$ cat config.mk
export PLATFORM = sky130hd
export DESIGN_NAME = serial_add_ctrl
export DESIGN_NICKNAME = d
export VERILOG_FILES = /design/src/rtl/serial_add_pkg.sv /design/src/rtl/serial_add_ctrl_full_adder.sv /design/src/rtl/serial_add_ctrl.sv
export SDC_FILE = /design/constraint.sdc
export NUM_CORES = 1
export LEC_CHECK = 0
export ABC_CLOCK_PERIOD_IN_PS = 1820
export CAP_MARGIN = 40
export CELL_PAD_IN_SITES_DETAIL_PLACEMENT = 1
export CELL_PAD_IN_SITES_GLOBAL_PLACEMENT = 1
export CORE_MARGIN = 2
export CORE_UTILIZATION = 37
export CTS_CLUSTER_DIAMETER = 100
export DETAILED_ROUTE_END_ITERATION = 7
export PLACE_DENSITY_LB_ADDON = 0.1
export SYNTH_ARGS = -nofsm -noshare
export SYNTH_HDL_FRONTEND = slang
export SYNTH_HIERARCHICAL = 1
export SYNTH_SLANG_ARGS = --single-unit
$ cat constraint.sdc
create_clock -name clk -period 1.82 [get_ports clk]
set_clock_uncertainty 0.15 [all_clocks]
set_input_delay 0.364 -clock clk [delete_from_list [all_inputs] [get_ports clk]]
set_output_delay 0.364 -clock clk [all_outputs]
set_load 0.1 [all_outputs]
$ cat src/rtl/serial_add_pkg.sv
// -----------------------------------------------------------------------------
// serial_add_pkg
// Shared types and helpers for the bit-serial add sequencer.
//   sa_state_t  : sequencer FSM states (IDLE, RUN, DONE)
//   sa_cnt_w()  : bit-counter width for a given operand width
// -----------------------------------------------------------------------------
package serial_add_pkg;

    typedef enum logic [1:0] {
        IDLE = 2'd0,
        RUN  = 2'd1,
        DONE = 2'd2
    } sa_state_t;

    // One extra bit over $clog2 keeps WIDTH=1 legal (a 1-bit counter
    // instead of a zero-width one).
    function automatic int sa_cnt_w(input int width);
        return $clog2(width) + 1;
    endfunction

endpackage

$ cat src/rtl/serial_add_ctrl_full_adder.sv
// -----------------------------------------------------------------------------
// full_adder
// Purely combinational one-bit full adder cell.
//   a, b, cin : input bits
//   sum       : a ^ b ^ cin
//   carry     : majority(a, b, cin)
// -----------------------------------------------------------------------------
module full_adder (
    input  logic a,
    input  logic b,
    input  logic cin,
    output logic sum,
    output logic carry
);

    assign sum   = a ^ b ^ cin;
    assign carry = (a & b) | (cin & (a ^ b));

endmodule

$ cat src/rtl/serial_add_ctrl.sv
// -----------------------------------------------------------------------------
// serial_add_ctrl
// Bit-serial adder: a single full_adder cell adds two WIDTH-bit operands one
// bit per clock, LSB first. One operation in flight at a time.
//
// Ports
//   clk, rst_n           : clock, asynchronous active-low reset
//   in_valid/in_ready    : operand handshake (a, b, cin sampled on accept)
//   out_valid/out_ready  : result handshake (sum, cout held until taken)
//   busy                 : operation in RUN or waiting in DONE
//   ovf                  : signed overflow, only when SERIAL_ADD_OVF_EN is
//                          defined
//
// Timing: accept on edge E0, bits processed on E1..E_WIDTH, out_valid high
// after E_WIDTH. Back-to-back accepts are WIDTH+2 cycles apart.
// -----------------------------------------------------------------------------
module serial_add_ctrl
    import serial_add_pkg::*;
#(
    parameter int WIDTH = 8
) (
    input  logic             clk,
    input  logic             rst_n,
    input  logic             in_valid,
    output logic             in_ready,
    input  logic [WIDTH-1:0] a,
    input  logic [WIDTH-1:0] b,
    input  logic             cin,
    output logic             out_valid,
    input  logic             out_ready,
    output logic [WIDTH-1:0] sum,
    output logic             cout,
`ifdef SERIAL_ADD_OVF_EN
    output logic             ovf,
`endif
    output logic             busy
);

    localparam int CW = sa_cnt_w(WIDTH);

    sa_state_t        state_q, state_d;
    logic [WIDTH-1:0] a_q, a_d;
    logic [WIDTH-1:0] b_q, b_d;
    logic [WIDTH-1:0] sum_q, sum_d;
    logic             carry_q, carry_d;
    logic             cout_q, cout_d;
    logic [CW-1:0]    cnt_q, cnt_d;
`ifdef SERIAL_ADD_OVF_EN
    logic             ovf_q, ovf_d;
`endif

    logic fa_sum;
    logic fa_carry;
    logic last_bit;

    full_adder u_fa (
        .a     (a_q[0]),
        .b     (b_q[0]),
        .cin   (carry_q),
        .sum   (fa_sum),
        .carry (fa_carry)
    );

    assign last_bit = (cnt_q == CW'(WIDTH - 1));

    always_comb begin
        state_d = state_q;
        a_d     = a_q;
        b_d     = b_q;
        sum_d   = sum_q;
        carry_d = carry_q;
        cout_d  = cout_q;
        cnt_d   = cnt_q;
`ifdef SERIAL_ADD_OVF_EN
        ovf_d   = ovf_q;
`endif
        case (state_q)
            IDLE: begin
                // in_ready is 1 throughout IDLE, so in_valid alone accepts.
                if (in_valid) begin
                    state_d = RUN;
                    a_d     = a;
                    b_d     = b;
                    carry_d = cin;
                    cnt_d   = '0;
                end
            end
            RUN: begin
                a_d     = a_q >> 1;
                b_d     = b_q >> 1;
                carry_d = fa_carry;
                // New bit enters at the MSB; after WIDTH shifts bit 0 of the
                // result has migrated down to sum_q[0].
                sum_d   = WIDTH'({fa_sum, sum_q} >> 1);
                cnt_d   = cnt_q + CW'(1);
                if (last_bit) begin
                    state_d = DONE;
                    cout_d  = fa_carry;
`ifdef SERIAL_ADD_OVF_EN
                    // carry into the MSB xor carry out of the MSB
                    ovf_d   = carry_q ^ fa_carry;
`endif
                end
            end
            DONE: begin
                if (out_ready) state_d = IDLE;
            end
            default: state_d = IDLE;
        endcase
    end

    always_ff @(posedge clk or negedge rst_n) begin
        if (!rst_n) begin
            state_q <= IDLE;
            a_q     <= '0;
            b_q     <= '0;
            sum_q   <= '0;
            carry_q <= 1'b0;
            cout_q  <= 1'b0;
            cnt_q   <= '0;
`ifdef SERIAL_ADD_OVF_EN
            ovf_q   <= 1'b0;
`endif
        end else begin
            state_q <= state_d;
            a_q     <= a_d;
            b_q     <= b_d;
            sum_q   <= sum_d;
            carry_q <= carry_d;
            cout_q  <= cout_d;
            cnt_q   <= cnt_d;
`ifdef SERIAL_ADD_OVF_EN
            ovf_q   <= ovf_d;
`endif
        end
    end

    assign in_ready  = (state_q == IDLE);
    assign out_valid = (state_q == DONE);
    assign busy      = (state_q != IDLE);
    assign sum       = sum_q;
    assign cout      = cout_q;
`ifdef SERIAL_ADD_OVF_EN
    assign ovf       = ovf_q;
`endif

endmodule
==> impl_metrics.csv <==
group,metric,value,unit
outcome,outcome,"finished, final reports clean",
detailed_routing,routed_via_density,5.13,
sta,rsz0062_at_grt,"false",
place,post-dp-hpwl,2740,um
logic_synthesis,ys.flop_type,"dfrtp_1",
power,power.internal,2.07,mW
power,swShare,45.6,%
setup_path,rr_startpoint,"state_q[0]",
job,maxCapViolCount,0,
logic_synthesis,syn_area,0.00147,mm^2
global_routing,grt-ovfl-total,0,
setup_path,worst_r2r_path_depth,4,
global_routing,grt_pass1_wl,6370,um
setup_path,crit_arrival,1.22,ns
detailed_routing,ant_nets,0,
logic_synthesis,yosys_warnings,6,
power,total_power,3.80,mW
logic_synthesis,syn-num-nets,170,
setup_path,crit_required,1.31,ns
clocking,ctsHoldBuffers,0,
global_routing,gr-usage-all-layers,19.4,%
detailed_routing,wl_per_cell,15.5,um
setup_path,critPathCaptureType,"output pin",
die,dieWidth,67.1,um
detailed_routing,first_pass_iters,4,
detailed_routing,drtIter0Drc,33,
die,placement_rows,22,
detailed_routing,vias,1205,
setup_path,r2r_end,"a_q[5]",
die,core_area,0.00374,mm^2
detailed_routing,drc,0,
die,die_y,67.1,um
cells_and_area,drive_gt1_share,19.3,%
sta,finalCriticalPeriod,1.73,ns
clocking,cts_sinks,32,
logic_synthesis,syn-instance-count,147,
power,p_per_area,1820,mW/mm^2
clocking,cts_root_buf,"clkbuf_8",
power,ir_worst_vdd,1.04,mV
clocking,cts.clk_slew.worst_paths,0.06,ns
logic_synthesis,synth-edff-count,0,
place,place_congestion,0.733,
sta,fin_tns_setup,0,ns
sta,period_share,95.1,%
cells_and_area,mostFrequentLayoutCell,"nand2_1",
logic_synthesis,yosysSeqAreaShare,54.3,%
logic_synthesis,synth_top_area_cell,"dfrtp_1",
cells_and_area,fill_cells,432,
global_routing,grt_max_degree,33,
clocking,htree_levels,2,
power,leakagePower,0.928,nW
cells_and_area,area_delta_synth_final,41.4,%
logic_synthesis,synth_top_area_share,54.3,%
cells_and_area,final_cell_mix,"nand2_1 (39), dfrtp_1 (30), clkdlybuf4s50_1 (20), o21ai_0 (17), a22oi_1 (14)",
setup_path,r2r_slack,0.20,ns
sta,finalHoldViolCount,0,
cells_and_area,seqCellArea,803,um^2
global_routing,grt_antenna_before_repair,0,
power,power_frac_seq,32.8,%
setup_path,start_kind,"flop",
global_routing,grt_pass1_vias,1350,
sta,finalMaxSlewViolations,0,
clocking,cts_buffers,5,
worst_hold_path,hp-class,"in2async",
clocking,cts_tree,"yes",
cells_and_area,multi_input_area,604,um^2
logic_synthesis,synth_area_per_cell,10.0,um^2
logic_synthesis,netlist_top_cells_area,"dfrtp_1 (54%), nand2_1 (9.9%), a22oi_1 (7.1%)",
sta,setup_viol,0,
setup_path,crit_type,"reg2out",
die,start_util,39.4,%
logic_synthesis,async_reset_ff_share,100,%
power,power_frac_comb,52.5,%
place,numPortBuffers,32,
cells_and_area,n_antenna_cell,0,
sta,relSlewSlack,70.9,%
setup_path,crit_fanout,8,
die,ioPinCount,33,
clocking,clock_latency,0.28,ns
logic_synthesis,ys_ff_latch,32,
cells_and_area,nNetsFinal,209,
clocking,clockBufferDepth,2,
die,die_area,0.00450,mm^2
sta,timing.fmax,578,MHz
sta,hold_slack,0.339,ns
power,switchingPower,1.73,mW
sta,tightest_slew,0.434,ns
power,p_clk_share,14.7,%
logic_synthesis,synth_cell_types,27,
detailed_routing,routed_wl,3640,um
## timing repair
item                       in CTS  in global routing
resized for setup               1                  1
buffers inserted                0                  1
setup endpoints to repair       1                  1
## sequential cells by signal, indices dropped and copies added (netlist names)
signal	cells
a_q	8
b_q	8
sum	8
cnt_q	4
state_q	2
carry_q	1
cout	1
## critical path, stage by stage, from the launching register on
cell,delay [ns]
dfrtp_2,0.47
nand2b_1,0.16
clkinvlp_4,0.13
buf_12,0.17
## cells in the mapped netlist, drive strengths merged, types with 3 or more instances
cell type,count
buf,9
a22oi,14
a21oi,7
nand2b,3
nor2b,6
dfrtp,32
o21ai,18
nand2,39
## worst max-delay path by stage
stage / from / slack, ns / to
floorplan: state_q[1] / -0.33 / busy
global placement: in_valid / 0.06 / a_q[4]
detailed placement: in_valid / -0.08 / a_q[5]
CTS: state_q[1] / 0.02 / out_valid
global route: state_q[1] / 0.01 / out_valid
finish: state_q[1] / 0.09 / out_valid
## stage by stage
| step | worst slack (ns) | cells | util [%] | area, um^2 |
|---|---|---|---|---|
| 6_report | 0.0892 | 235 | 55.7 | 2080 |
| 5_1_grt | 0.0135 | 235 | 55.7 | 2080 |
| 4_1_cts | 0.0244 | 234 | 55.4 | 2080 |
| 3_5_place_dp | -0.0813 | 226 | 53.0 | 1980 |
| 3_3_place_gp | 0.0570 | 226 | 53.0 | 1980 |
| 2_1_floorplan | -0.329 | 147 | - | 1490 |
## area by class of cell
cell class              instances  share of cell area, %
flip-flops and latches         32                   38.5
multi-input cells             103                   29.0
repair buffers                 42                   24.7
clock buffers                   8                   4.32
well taps                      48                   2.88
inverters                       2                  0.540
## metal layers
layer  wire length (um)  track usage, %  vias to the layer above  part of all wire (%)
met4                 46            5.36                        0                   1.3
met5                  0               0                        -                     0
met2               1910            35.3                       29                    52
met3                172            5.91                        6                   4.7
met1               1510            21.6                      588                    42
li1                   -               -                      582                     -
## power by group through the flow
stage               Combinational, mW  Clock (mW)  Sequential, mW
finish                           2.00       0.558            1.25
detailed placement               2.00           0            1.27
global route                     2.13       0.606            1.30
floorplan                       0.802           0            1.72
CTS                              2.00       0.573            1.26
global placement                 1.93           0            1.25
## logic make-up (layout without fill, tap and decap cells)
family                   after synthesis  count (layout)  synth area share [%]
buffers and inverters                 12              52                  5.18
adder cells (fa/ha/maj)                2               2                  2.21
AND/OR/NAND/NOR                       55              55                  17.2
flip-flops                            32              32                  54.3
multiplexers                           2               2                  1.70
AO/OA/AOI/OAI                         44              44                  19.4
Note: power is estimated with default switching activity, not from simulation.
